## src/rtl/multiplier_control.sv

```systemverilog
// Sequencing FSM for the 8-bit signed shift-add multiplier: turns the Run and
// ClearA_LoadB switch levels into single-cycle datapath strobes.
module multiplier_control #(
   parameter int N = 8
) (
   input  logic                 clk_i,
   input  logic                 rst_i,
   input  logic                 run_i,
   input  logic                 clear_a_load_b_i,
   input  logic                 m_i,
   output logic                 clr_xa_o,
   output logic                 ld_b_o,
   output logic                 add_o,
   output logic                 sub_o,
   output logic                 shift_en_o,
   output logic                 busy_o,
   output logic                 done_o,
   output logic [$clog2(N)-1:0] iter_o
);

   localparam int IW = $clog2(N);
   localparam logic [IW-1:0] LAST = IW'(N - 1);

   typedef enum logic [2:0] {
      S_IDLE,
      S_START,
      S_ADD,
      S_SHIFT,
      S_HOLD
   } state_t;

   state_t        state_q, state_d;
   logic [IW-1:0] iter_q, iter_d;
   logic          run_q;
   logic          armed_q;
   logic          start_clr_q;
   logic          shift_q;
   logic          busy_q;
   logic          done_q;
   logic          start_req;
   logic          idle_load;

   // armed_q blocks a start until Run has been seen high after reset, so a
   // Run held low through reset cannot masquerade as a falling edge.
   assign start_req = armed_q && run_q && !run_i;

   always_comb begin
      state_d = state_q;
      iter_d  = iter_q;
      unique case (state_q)
         S_IDLE: begin
            if (start_req) state_d = S_START;
         end
         S_START: begin
            iter_d  = '0;
            state_d = S_ADD;
         end
         S_ADD: begin
            state_d = S_SHIFT;
         end
         S_SHIFT: begin
            if (iter_q == LAST) begin
               state_d = S_HOLD;
            end else begin
               iter_d  = iter_q + IW'(1);
               state_d = S_ADD;
            end
         end
         S_HOLD: begin
            if (run_i) state_d = S_IDLE;
         end
         default: begin
            state_d = S_IDLE;
         end
      endcase
   end

   always_ff @(posedge clk_i or posedge rst_i) begin
      if (rst_i) begin
         state_q     <= S_IDLE;
         iter_q      <= '0;
         run_q       <= 1'b1;
         armed_q     <= 1'b0;
         start_clr_q <= 1'b0;
         shift_q     <= 1'b0;
         busy_q      <= 1'b0;
         done_q      <= 1'b0;
      end else begin
         state_q     <= state_d;
         iter_q      <= iter_d;
         run_q       <= run_i;
         armed_q     <= armed_q | run_i;
         start_clr_q <= (state_d == S_START);
         shift_q     <= (state_d == S_SHIFT);
         busy_q      <= (state_d == S_START) || (state_d == S_ADD) || (state_d == S_SHIFT);
         done_q      <= (state_q == S_SHIFT) && (state_d == S_HOLD);
      end
   end

   // The IDLE load/clear follows the switch level directly; a coinciding start wins.
   assign idle_load = (state_q == S_IDLE) && !clear_a_load_b_i && !start_req && !rst_i;

   // Add/Sub must see M live in ADD: B's LSB only settles after the SHIFT edge.
   assign add_o      = (state_q == S_ADD) && m_i && (iter_q != LAST);
   assign sub_o      = (state_q == S_ADD) && m_i && (iter_q == LAST);
   assign clr_xa_o   = start_clr_q | idle_load;
   assign ld_b_o     = idle_load;
   assign shift_en_o = shift_q;
   assign busy_o     = busy_q;
   assign done_o     = done_q;
   assign iter_o     = iter_q;

endmodule

```

## config.mk

```make
export PLATFORM = sky130hd
export DESIGN_NAME = multiplier_control
export DESIGN_NICKNAME = d
export VERILOG_FILES = /design/src/rtl/multiplier_control.sv
export SDC_FILE = /design/constraint.sdc
export NUM_CORES = 1
export LEC_CHECK = 0
export BUFFER_PORTS_ARGS = -buffer_cell sky130_fd_sc_hd__buf_2
export CAP_MARGIN = 20
export CELL_PAD_IN_SITES_DETAIL_PLACEMENT = 1
export CELL_PAD_IN_SITES_GLOBAL_PLACEMENT = 1
export CORE_UTILIZATION = 33
export CTS_CLUSTER_SIZE = 28
export DETAILED_ROUTE_END_ITERATION = 6
export GPL_TIMING_DRIVEN = 0
export HOLD_SLACK_MARGIN = 0.12
export PLACE_DENSITY_LB_ADDON = 0.1
export SLEW_MARGIN = 20
export SYNTH_ARGS = -nofsm -noshare
export SYNTH_HDL_FRONTEND = slang
export SYNTH_SLANG_ARGS = --single-unit
```

## constraint.sdc

```tcl
create_clock -name clk_i -period 1.5 [get_ports clk_i]
set_clock_uncertainty 0.1 [all_clocks]
set_input_delay 0.3 -clock clk_i [delete_from_list [all_inputs] [get_ports clk_i]]
set_output_delay 0.3 -clock clk_i [all_outputs]
set_load 0.005 [all_outputs]
```

* Word level (Yosys, flattened, before mapping)
Cells that the tools add are included.
** Word-level totals
- Register bits :: 12
- Input bits :: 5
- Output and inout port bits :: 10
- Logic and storage cells :: 46
** Cells by class
- $add $sub $neg :: 1
- Eq/ne operators :: 11
- Muxes and demuxes :: 6
- Bitwise logic cells :: 2
- Reduce and logical (&&, ||, !) cells :: 18
** Operator list (number)
- 3-bit case mux with 5 select lines :: 1
- 3-bit by 2-bit == test with 1-bit output, second input constant :: 4
- 3-bit 2-to-1 mux :: 4
- 3-bit == test, second input constant :: 3
- 1-bit logical AND :: 9
- 3-bit by 1-bit == test with 1-bit output, second input constant :: 2
- 3-bit case mux with 2 select lines :: 1
- 1-bit zero test :: 4
- 3-bit by 1-bit adder with 3-bit output, second input constant :: 1
- 3-bit zero test :: 1
- 3-bit != test, second input constant :: 1
- 1-bit logical OR :: 2
- 2-bit != test, second input constant :: 1
- 1-bit bitwise OR :: 2
- 2-bit AND reduction :: 1
- 2-bit nonzero test :: 1

* Depth between registers and ports, before layout
Gate-level depths: netlist (run 1).
- Word-level depth :: 7
- Depth in mapped cells :: 5
- Depth with buffers taken out :: 5

* Worst setup path before layout (run 1)
Ideal clock, no wire load.
- Kind :: register to output
- Start point :: register state_q[2]
- End point :: output port clr_xa_o
- Data arrival time :: 1.198 ns
- Path slack :: -0.098 ns
- Cell stages (with the launch flop) :: 4
- Path buffers :: 0
- Path through :: dfrtp_1 -> or3_4 -> nor4b_4 -> or2_1
** Between the ends
- Word-level cells in the longest chain between the ends :: 5
** RTL lines
- start: declaration :: line 32 : state_t state_q, state_d;
- start signal: assignment :: line 89 : state_q <= state_d;
- 3-bit zero test :: line 101 : assign idle_load = (state_q == S_IDLE) && !clear_a_load_b_i && !start_req && !rst_i;
- 1-bit logical AND (3 in series) :: line 101
- net ld_b_o :: line 12 : output logic ld_b_o,
- 1-bit bitwise OR :: line 106 : assign clr_xa_o = start_clr_q | idle_load;
- end: declaration :: line 11 : output logic clr_xa_o,
The timed path passes the listed nets, and every way through them passes these cells.

* Worst setup path after layout (run 1)
- Start point :: register state_q[2]
- End point :: output port clr_xa_o
** Between the ends
- Word-level cells in the longest chain between the ends :: 5
** RTL lines (line)
- 3-bit zero test :: 101
- 1-bit logical AND (3 in series) :: 101
- 1-bit bitwise OR :: 106
No other way between the ends.

==> results by group, run 1 <==
Run status
  – Status: complete, but fails checks
  – Violated checks: setup timing

STA
  – Worst hold margin: 158 ps
  – Number of setup violations in the final report: 4
  – RSZ-0062 raised after global routing: true
  – Slew @ Worst Pin: about 460 ps
  – Final period utilization: 128%
  – Fmax: 521 MHz
  – Tmin final: 1920 ps
  – Headroom to the max-slew limit: 69.5%
  – Final hold violations: 0
  – Post-route setup slack: -420 ps
  – Final Slew Violations: 0

Global route
  – Grt ovf: 0
  – Largest net degree at the start of global routing: 13
  – First-pass GRT wire length: 1.69 mm
  – Antenna violations before repair: 0
  – Number of global-route vias before repair: 383
  – GRT Resource Usage Total: around 16%

Clocking
  – TritonCTS clock tree: done
  – Clock-pin slew on the worst setup and hold paths: 70 ps
  – Clock root buffer: clkbuf_4
  – Clock Tree Buf Depth: 2
  – TritonCTS Buffers: 3
  – Worst-Skew Late Latency: between 200 and 300 ps
  – Clock Sinks: 12
  – H-tree Lvls: 1

Min path
  – Hold WC Path Type: in -> reg

Logic synthesis
  – Synthesized cell area: just over 500 um2
  – Avg Cell Area, Syn: approximately 13 um2
  – Synthesized netlist cell count: 39
  – Seq/Total Area, Yosys: between 50% and 60%
  – Synth warnings: 0
  – Distinct cell type count of the synthesized netlist: 19
  – Net count after synthesis: 46
  – FF+latch count, synth: 12

Floorplan
  – Die Span Y: about 41 um
  – Core Area: 1370 um2
  – Cell row count: 13
  – DIE AREA: 1710 um2
  – Starting density of the core: 37.5%
  – Die X: 41.4 um
  – Ports: 15

Setup path
  – CP max FO: 2
  – Startpoint types: register
  – Crit path largest cell delay: 410 ps
  – Crit Path Class: reg -> out
  – Crit path DAT: 1520 ps
  – Worst EP required: 1100 ps
  – Cell Chain, Critical Path: or3_4 -> nor4b_4 -> or2_1 -> buf_2
  – Critical path's slowest cell: dfrtp_2
  – CP top delay family: simple AND/OR/NAND/NOR gates
  – CP Capture Type: output pin
  – Worst Path Buf+Inv: 1

Place
  – Area after DPL: 601 um2
  – I/O Buffers: 14
  – Worst Setup Slack post-DPL: -215 ps
  – HPWL Detailed: 751 um
  – GP Congestion: a little under 0.7

Cells and area
  – Net count, final: 73
  – Area grow syn2layout: 45.2%
  – Final core occ: 54.4%
  – Layout cells sized above 1: between 60% and 70%
  – Most common cell after layout, fill and taps aside: buf_2
  – Most frequent cells in the layout: 14 x buf_2, 8 x dfrtp_1, 5 x buf_4
  – N_diodes: 0
  – Final instance area: roughly 740 um2

Detailed routing
  – Routed Antenna Nets: 0
  – Drc violations: 0
  – Vias: approximately 400
  – Violation count after the first detailed-routing iteration: 4
  – Post-DR vias/cell: 5.03
  – Routed wire length: 1.08 mm
  – Pre-antenna DRT Iters: 2
  – Routed WL per cell: 13.5 um

Flow run
  – Max-cap violations: 0

Pwr
  – Static leakage: 0.365 nW
  – Peak supply drop: 0.787 mV
  – Power Density: 1770 nW/um2
==> stage by stage <==
| step | setup TNS (ps) | std cells | power (mW) |
|---|---|---|---|
| finish | -1190 | 80 | 1.31 |
| global route | -1560 | 80 | 1.41 |
| CTS | -1270 | 79 | 1.28 |
| detailed placement | -482 | 68 | 0.895 |
| global placement | -313 | 68 | 0.859 |
| floorplan | -98.1 | 39 | 0.741 |
==> cell type report <==
class                           count  area (um2)
Clock buffer                        4        36.3
Fill cell                         156         623
Inverter                            2        7.51
Multi-Input combinational cell     25         236
Sequential cell                    12         305
Tap cell                           15        18.8
Timing Repair Buffer               22         139
==> cells in the mapped netlist <==
library cell | instances | share of area, %
dfrtp_1 | 11 | 54
nor2_1 | 3 | 2.2
a22o_1 | 2 | 3.4
and3_1 | 2 | 2.4
ha_1 | 2 | 4.9
inv_1 | 2 | 1.5
nand2_1 | 2 | 1.5
nand3b_1 | 2 | 2.9
nor3b_1 | 2 | 2.9
or2_2 | 2 | 2.4
a211oi_1 | 1 | 1.5
a31o_2 | 1 | 1.7
and4bb_2 | 1 | 2.4
dfstp_2 | 1 | 5.1
mux2_2 | 1 | 2.2
nor3_1 | 1 | 0.98
nor4b_4 | 1 | 4.6
or2_1 | 1 | 1.2
or3_4 | 1 | 2.2
==> where the power goes <==
| group | switching, mW | internal (mW) | leakage (nW) | total (mW) |
|---|---|---|---|---|
| clock network | 0.110 | 0.148 | 0.0210 | 0.257 |
| logic | 0.231 | 0.332 | 0.207 | 0.563 |
| registers | 0.0666 | 0.425 | 0.137 | 0.492 |
| total | 0.407 | 0.905 | 0.365 | 1.31 |
==> cell families after synthesis <==
logic type                 synth area share (%)
AOI/OAI and AO/OA                          6.60
muxes                                      2.20
and+or+nand+nor                            25.9
buffers and inverters                      1.47
adders and majority gates                  4.89
DFF                                        58.9
==> worst paths after layout <==
| kind | start | endpoint | slack, ps | depth (start not counted) |
|---|---|---|---|---|
| worst max-delay path | state_q[2]$_DFF_PP0_ | clr_xa_o | -420 | 4 |
| worst min-delay path | run_i | armed_q$_DFF_PP0_ | 160 | 2 |
| worst max register to register | iter_o[0]$_DFFE_PP0P_ | iter_o[0]$_DFFE_PP0P_ | 40 | 5 |
| worst min register to register | armed_q$_DFF_PP0_ | armed_q$_DFF_PP0_ | 380 | 1 |
| max in group asynchronous | rst_i | run_q$_DFF_PP1_ | 440 | 3 |
| min in group asynchronous | rst_i | shift_en_o$_DFF_PP0_ | 510 | 3 |
==> timing repair <==
| action | in CTS | in global routing |
|---|---|---|
| hold buffers | 2 | 0 |
| pin swaps | 3 | 4 |
| hold endpoints to repair | 12 | 0 |
| resized for setup | 6 | 6 |
| setup buffers | 5 | 2 |
| setup endpoints to repair | 6 | 8 |
==> flip-flops by register name, indices dropped and copies added (netlist names) <==
| register | count |
|---|---|
| start_clr_q | 1 |
| state_q | 3 |
| busy_o | 1 |
| run_q | 1 |
| shift_en_o | 1 |
| armed_q | 1 |
| iter_o | 3 |
| done_o | 1 |
==> metal layers <==
metal  wire length (um)  global-route usage [%]  vias to the layer above
met2                553                    24.6                       10
li1                   -                       -                      193
met3                 59                    6.38                        0
met4                  0                    7.26                        0
met1                468                    20.3                      199
met5                  0                       0                        -
No activity file was read; power rests on OpenSTA's default activity.
==> inputs of run 2 (changes only) <==
SETUP_SLACK_MARGIN = 0.5   (was not set)
SLEW_MARGIN = 30   (was 20)
==> run 2 against run 1 <==
Compared with the run above:
- via count is 14% higher
- routed wire length grew 48%
- first-iteration DRC count rose by 75%
- the run ends with hold timing, setup timing left
- largest power group unchanged
- flip-flop and latch count did not move
- worst setup slack lost 50 ps
- critical path depth grew 3
- hold slack worse by 220 ps
- global-route usage grew 3.5 points
- cell count increased by 11%
==> results by group, run 2 (synthesis results as in run 1) <==
Setup path
  – Crit path DAT: 1570 ps (+50 ps)
  – Startpoint types: register
  – Critical Path Sink: add_o
  – Crit path from: state_q[2]$_DFF_PP0_
  – CP max FO: 3 (+1)
  – Worst R2R Start: state_q[2]$_DFF_PP0_
  – Flop-to-flop setup slack: -100 ps (-140 ps)
  – Worst EP required: 1100 ps (about the same)
  – Worst R2R End: iter_o[0]$_DFFE_PP0P_
  – CP Capture Type: output pin
  – Crit Path Class: reg -> out
  – R2R depth: 6 (+1)

Detailed routing
  – Violation count after the first detailed-routing iteration: 7 (+3)
  – Uppermost layer routed: met4
  – Routed Antenna Nets: 0 (unchanged)
  – Routed wire length: 1.60 mm (+48%)
  – M1 WL: 707 um (+51%)
  – Met3 Wirelength: 69 um (+17%)
  – Drc violations: 0 (unchanged)
  – Routed WL per cell: 18.0 um (+33%)
  – Pre-antenna DRT Iters: 2 (unchanged)
  – Met2 WL post-DR: 808 um (+46%)
  – Vias: 458 (+14%)
  – Post-DR vias/cell: 5.15 (+2.4%)

Clocking
  – Clock-pin slew on the worst setup and hold paths: 90 ps (+20 ps)
  – H-tree Lvls: 1 (unchanged)
  – Hold_buf cts: 1 (-1)
  – Clock Sinks: 12 (unchanged)
  – Worst-Skew Late Latency: 290 ps (+20 ps)
  – Clock root buffer: clkbuf_4
  – TritonCTS Buffers: 3 (unchanged)
  – Clock Tree Buf Depth: 2 (unchanged)
  – TritonCTS clock tree: done

STA
  – Worst hold margin: -63.3 ps (-221 ps)
  – Fmax: 508 MHz (-2.6%)
  – Tmin final: 1970 ps (+50.3 ps)
  – Number of setup violations in the final report: 7 (+3)
  – Slew @ Worst Pin: 472 ps (+14.8 ps)
  – Post-route setup slack: -470 ps (-50.3 ps)
  – RSZ-0062 raised after global routing: true
  – Final hold violations: 11 (+11)
  – Headroom to the max-slew limit: 68.5% (-0.99 points)
  – Setup TNS: -1930 ps (-746 ps)
  – Final Slew Violations: 0 (unchanged)
  – Final period utilization: 131% (+3.4 points)

Cells and area
  – Fillers: 143 (-8.3%)
  – Final instance area: 878 um2 (+18%)
  – Layout cells sized above 1: 73.0% (+11 points)
  – Most common cell after layout, fill and taps aside: buf_2
  – Most frequent cells in the layout: 12 x buf_2, 9 x buf_6, 9 x buf_4, 8 x dfrtp_1
  – Net count, final: 82 (+12%)
  – Area grow syn2layout: 71.6%
  – N_diodes: 0 (unchanged)

Floorplan
  – Die X: 41.4 um (unchanged)
  – Die Span Y: 41.4 um (unchanged)
  – Starting density of the core: 37.5% (unchanged)
  – Core Area: 1370 um2 (unchanged)
  – Cell row count: 13 (unchanged)
  – Ports: 15 (unchanged)
  – DIE AREA: 1710 um2 (unchanged)

Pwr
  – Static leakage: 0.429 nW (+18%)
  – Flop pwr share: 30.4% (-7.1 points)
  – Combinational share of power: 52.8% (+9.9 points)
  – Peak supply drop: 0.937 mV (+19%)
  – Sw Share: 32.5% (+1.5 points)
  – Clock power frac: 16.8% (-2.8 points)
  – Internal: 1.12 mW (+24%)
  – Power Density: 1890 nW/um2 (+7.0%)
  – Total power: 1.66 mW (+26%)
  – Psw: 540 uW (+33%)

Run status
  – Status: complete, but fails checks
  – Violated checks: hold timing, setup timing

Place
  – GP Congestion: 0.714 (+2.9%)
  – HPWL Detailed: 802 um (+6.8%)
  – Area after DPL: 618 um2 (+2.9%)
  – Worst Setup Slack post-DPL: -234 ps (-18.8 ps)
  – I/O Buffers: 14 (unchanged)

Global route
  – Grt ovf: 0 (unchanged)
  – Largest net degree at the start of global routing: 13 (unchanged)
  – Number of global-route vias before repair: 421 (+9.9%)
  – First-pass GRT wire length: 2.01 mm (+19%)
  – GRT Resource Usage Total: 19.8% (+3.5 points)
  – Antenna violations before repair: 0 (unchanged)

Flow run
  – Max-cap violations: 0 (unchanged)

Min path
  – Hold WC Path Type: in -> async
[run 2: timing repair]
| item | CTS | global route |
|---|---|---|
| setup buffers | 10 | 6 |
| endpoints found under the setup margin | 20 | 20 |
| gates resized for setup | 14 | 10 |
| hold endpoints to repair | 12 | 11 |
| pin swaps | 5 | 2 |
[run 2: final cells by class]
class / count / area [um2] / share of cell area, %
inverters: 2 / 7.51 / 0.855
repair buffers: 31 / 239 / 27.2
well taps: 15 / 18.8 / 2.14
multi-input cells: 25 / 272 / 30.9
flip-flops and latches: 12 / 305 / 34.8
clock buffers: 4 / 36.3 / 4.13
[run 2: worst max-delay path, cell delays in order, from the launching register on]
cell and delay, ps:
dfrtp_2 410, buf_4 140, buf_6 100, buf_4 130, nor3b_4 200, nand2_1 70, nor2_1 100, buf_2 130
[run 2: worst min-delay path by stage]
stage                                        to  slack, ps  depth (start not counted)
after CTS                 start_clr_q$_DFF_PP0_        -40                          2
after global routing      start_clr_q$_DFF_PP0_        -30                          2
after global placement         busy_o$_DFF_PP0_        240                          2
after floorplan               armed_q$_DFF_PP0_         60                          1
final                          busy_o$_DFF_PP0_        -60                          2
after detailed placement  start_clr_q$_DFF_PP0_        260                          2
[run 2: layer usage]
layer  GRT usage [%]  up-vias
met3            9.57        3
met4            7.26        0
met5               0        -
li1                -      208
met2            30.1       10
met1            24.2      237
[run 2: through the flow]
stage                     util [%]  cells
final                         64.3     89
after global routing          64.3     89
after CTS                     58.5     83
after detailed placement      45.2     68
after global placement        45.2     68
after floorplan                  -     39
[run 2: power by group through the flow]
stage	combinational (mW)	clock, mW	sequential (mW)
finish	0.877	0.279	0.504
global route	0.935	0.299	0.515
CTS	0.712	0.268	0.493
detailed placement	0.410	0	0.517
global placement	0.383	0	0.508
floorplan	0.263	0	0.506
==> inputs of run 3 (changes only) <==
PLACE_DENSITY_LB_ADDON = 0.12   (was 0.1)
==> run 3 against run 2 <==
Compared with the run above:
- the flow still finishes with violations (hold timing, setup timing)
- register-to-register slack improved by 90 ps
- combinational power down 3.1%
- largest cell class unchanged
- count of clock-buffer cells in the layout unchanged
- worst setup slack better by 34 ps
- core utilization down 1.5 points
- critical endpoint is now clr_xa_o
- highest routed layer is now met3
- total power down 3.1%
- flip-flop and latch count is the same
- via count down 6.3%
- hold slack better by 8.6 ps
- first-iteration DRC count fell by 86%
==> results by group, run 3 (synthesis results as in run 1) <==
Setup path
  – Flop-to-flop setup slack: -10 ps (+90 ps)
  – CP Capture Type: output pin
  – Crit path DAT: 1540 ps (-30 ps)
  – CP max FO: 2 (-1)
  – Startpoint types: register
  – Worst EP required: 1100 ps (about the same)
  – Crit Path Class: reg -> out

Cells and area
  – Footprint of the multi-input gates: 272 um2 (unchanged)
  – Cell Count, Final, Fillers Out: 86 (-3.4%)
  – Area grow syn2layout: 67.7%
  – Final core occ: 62.8% (-1.5 points)
  – Layout cells sized above 1: 70.4% (-2.6 points)
  – N_diodes: 0 (unchanged)
  – Most common cell after layout, fill and taps aside: buf_2
  – Most frequent cells in the layout: 12 x buf_2, 10 x buf_6, 9 x dfrtp_1, 5 x buf_4, 3 x clkbuf_4
  – Fillers: 136 (-4.9%)
  – Net count, final: 79 (-3.7%)
  – Register Area: 304 um2 (-0.41%)

STA
  – Slew @ Worst Pin: 446 ps (-26.1 ps)
  – Final Slew Violations: 0 (unchanged)
  – Worst hold margin: -54.6 ps (+8.65 ps)
  – Final hold violations: 11 (unchanged)
  – Post-route setup slack: -437 ps (+33.5 ps)
  – RSZ-0062 raised after global routing: true
  – Tmin final: 1940 ps (-33.5 ps)
  – Fmax: 516 MHz (+1.7%)
  – Setup TNS: -1500 ps (+427 ps)
  – Headroom to the max-slew limit: 70.2% (+1.7 points)
  – Final period utilization: 129% (-2.2 points)
  – Number of setup violations in the final report: 5 (-2)

Floorplan
  – Cell row count: 13 (unchanged)
  – Die X: 41.4 um (unchanged)
  – Die Span Y: 41.4 um (unchanged)
  – Core Area: 1370 um2 (unchanged)
  – DIE AREA: 1710 um2 (unchanged)
  – Ports: 15 (unchanged)
  – Starting density of the core: 37.5% (unchanged)

Clocking
  – H-tree Lvls: 1 (unchanged)
  – Hold_buf cts: 1 (unchanged)
  – Clock Tree Buf Depth: 2 (unchanged)
  – Clock-pin slew on the worst setup and hold paths: 90 ps (about the same)
  – Clock root buffer: clkbuf_4
  – Worst-Skew Late Latency: 270 ps (-20 ps)
  – Clock Sinks: 12 (unchanged)
  – TritonCTS Buffers: 3 (unchanged)
  – TritonCTS clock tree: done

Run status
  – Status: complete, but fails checks
  – Violated checks: hold timing, setup timing

Detailed routing
  – Routed wire length: 1.35 mm (-16%)
  – Violation count after the first detailed-routing iteration: 1 (-6)
  – Routed Antenna Nets: 0 (unchanged)
  – Pre-antenna DRT Iters: 3 (+1)
  – Vias: 429 (-6.3%)
  – Post-DR vias/cell: 4.99 (-3.1%)
  – Drc violations: 0 (unchanged)
  – Routed WL per cell: 15.7 um (-13%)

Place
  – Worst Setup Slack post-DPL: -220 ps (+14.6 ps)
  – I/O Buffers: 14 (unchanged)
  – DP Cell Count: 68 (unchanged)
  – HPWL Detailed: 782 um (-2.5%)
  – GP Congestion: 0.733 (+2.7%)

Flow run
  – Max-cap violations: 0 (unchanged)

Global route
  – Number of global-route vias before repair: 398 (-5.5%)
  – GRT Resource Usage Total: 16.9% (-2.9 points)
  – Antenna violations before repair: 0 (unchanged)
  – Grt ovf: 0 (unchanged)
  – Largest net degree at the start of global routing: 13 (unchanged)
  – First-pass GRT wire length: 1.81 mm (-9.6%)

Pwr
  – Static leakage: 0.415 nW (-3.3%)
  – Peak supply drop: 1.09 mV (+16%)
  – Power Density: 1870 nW/um2 (-0.86%)

Min path
  – Hold WC Path Type: in -> async
==> run 3: final cells by class <==
class	count	share of cell area [%]
Multi-Input combinational cell	25	31.6
Timing Repair Buffer	28	25.7
Clock buffer	4	4.23
Sequential cell	12	35.4
Tap cell	15	2.19
Inverter	2	0.875
==> run 3: power by group <==
part	switching [mW]	internal, mW	total, mW	leakage [nW]
Sequential	0.0742	0.423	0.497	0.138
Clock	0.114	0.147	0.261	0.0210
Combinational	0.314	0.536	0.850	0.256
==> run 3: per-layer routing <==
layer  wire (um)  global-route usage (%)  up-vias
met5           0                       0        -
met4           0                    7.26        0
met3          53                    4.79        0
met2         703                    29.3        7
met1         591                    19.3      220
li1            -                       -      202
==> run 3: worst paths after layout <==
kind,from,endpoint,cells after the start
setup / recovery,state_q[2]$_DFF_PP0_,clr_xa_o,4
hold / removal,rst_i,busy_o$_DFF_PP0_,2
setup reg to reg,iter_o[1]$_DFFE_PP0P_,iter_o[0]$_DFFE_PP0P_,5
hold reg to reg,armed_q$_DFF_PP0_,armed_q$_DFF_PP0_,1
max in group asynchronous,rst_i,run_q$_DFF_PP1_,2
min in group clk_i,run_i,armed_q$_DFF_PP0_,2
==> run 3: repair_timing <==
item / CTS / global route
hold endpoints to repair: 12 / 11
setup endpoints to repair: 20 / 20
buffers inserted: 6 / 7
pin swaps: 5 / 3
gates resized for setup: 16 / 7
==> run 3: through the flow <==
step	total power [mW]	area (um2)
after global routing	1.70	858
after floorplan	0.769	529
after CTS	1.43	779
after detailed placement	0.929	618
after global placement	0.891	618
final	1.61	858
==> run 3: worst max-delay path, cell delays in order (launching register included) <==
cell	delay, ps
dfrtp_2	410
or3_4	410
nor4b_4	220
or2_1	120
buf_2	100
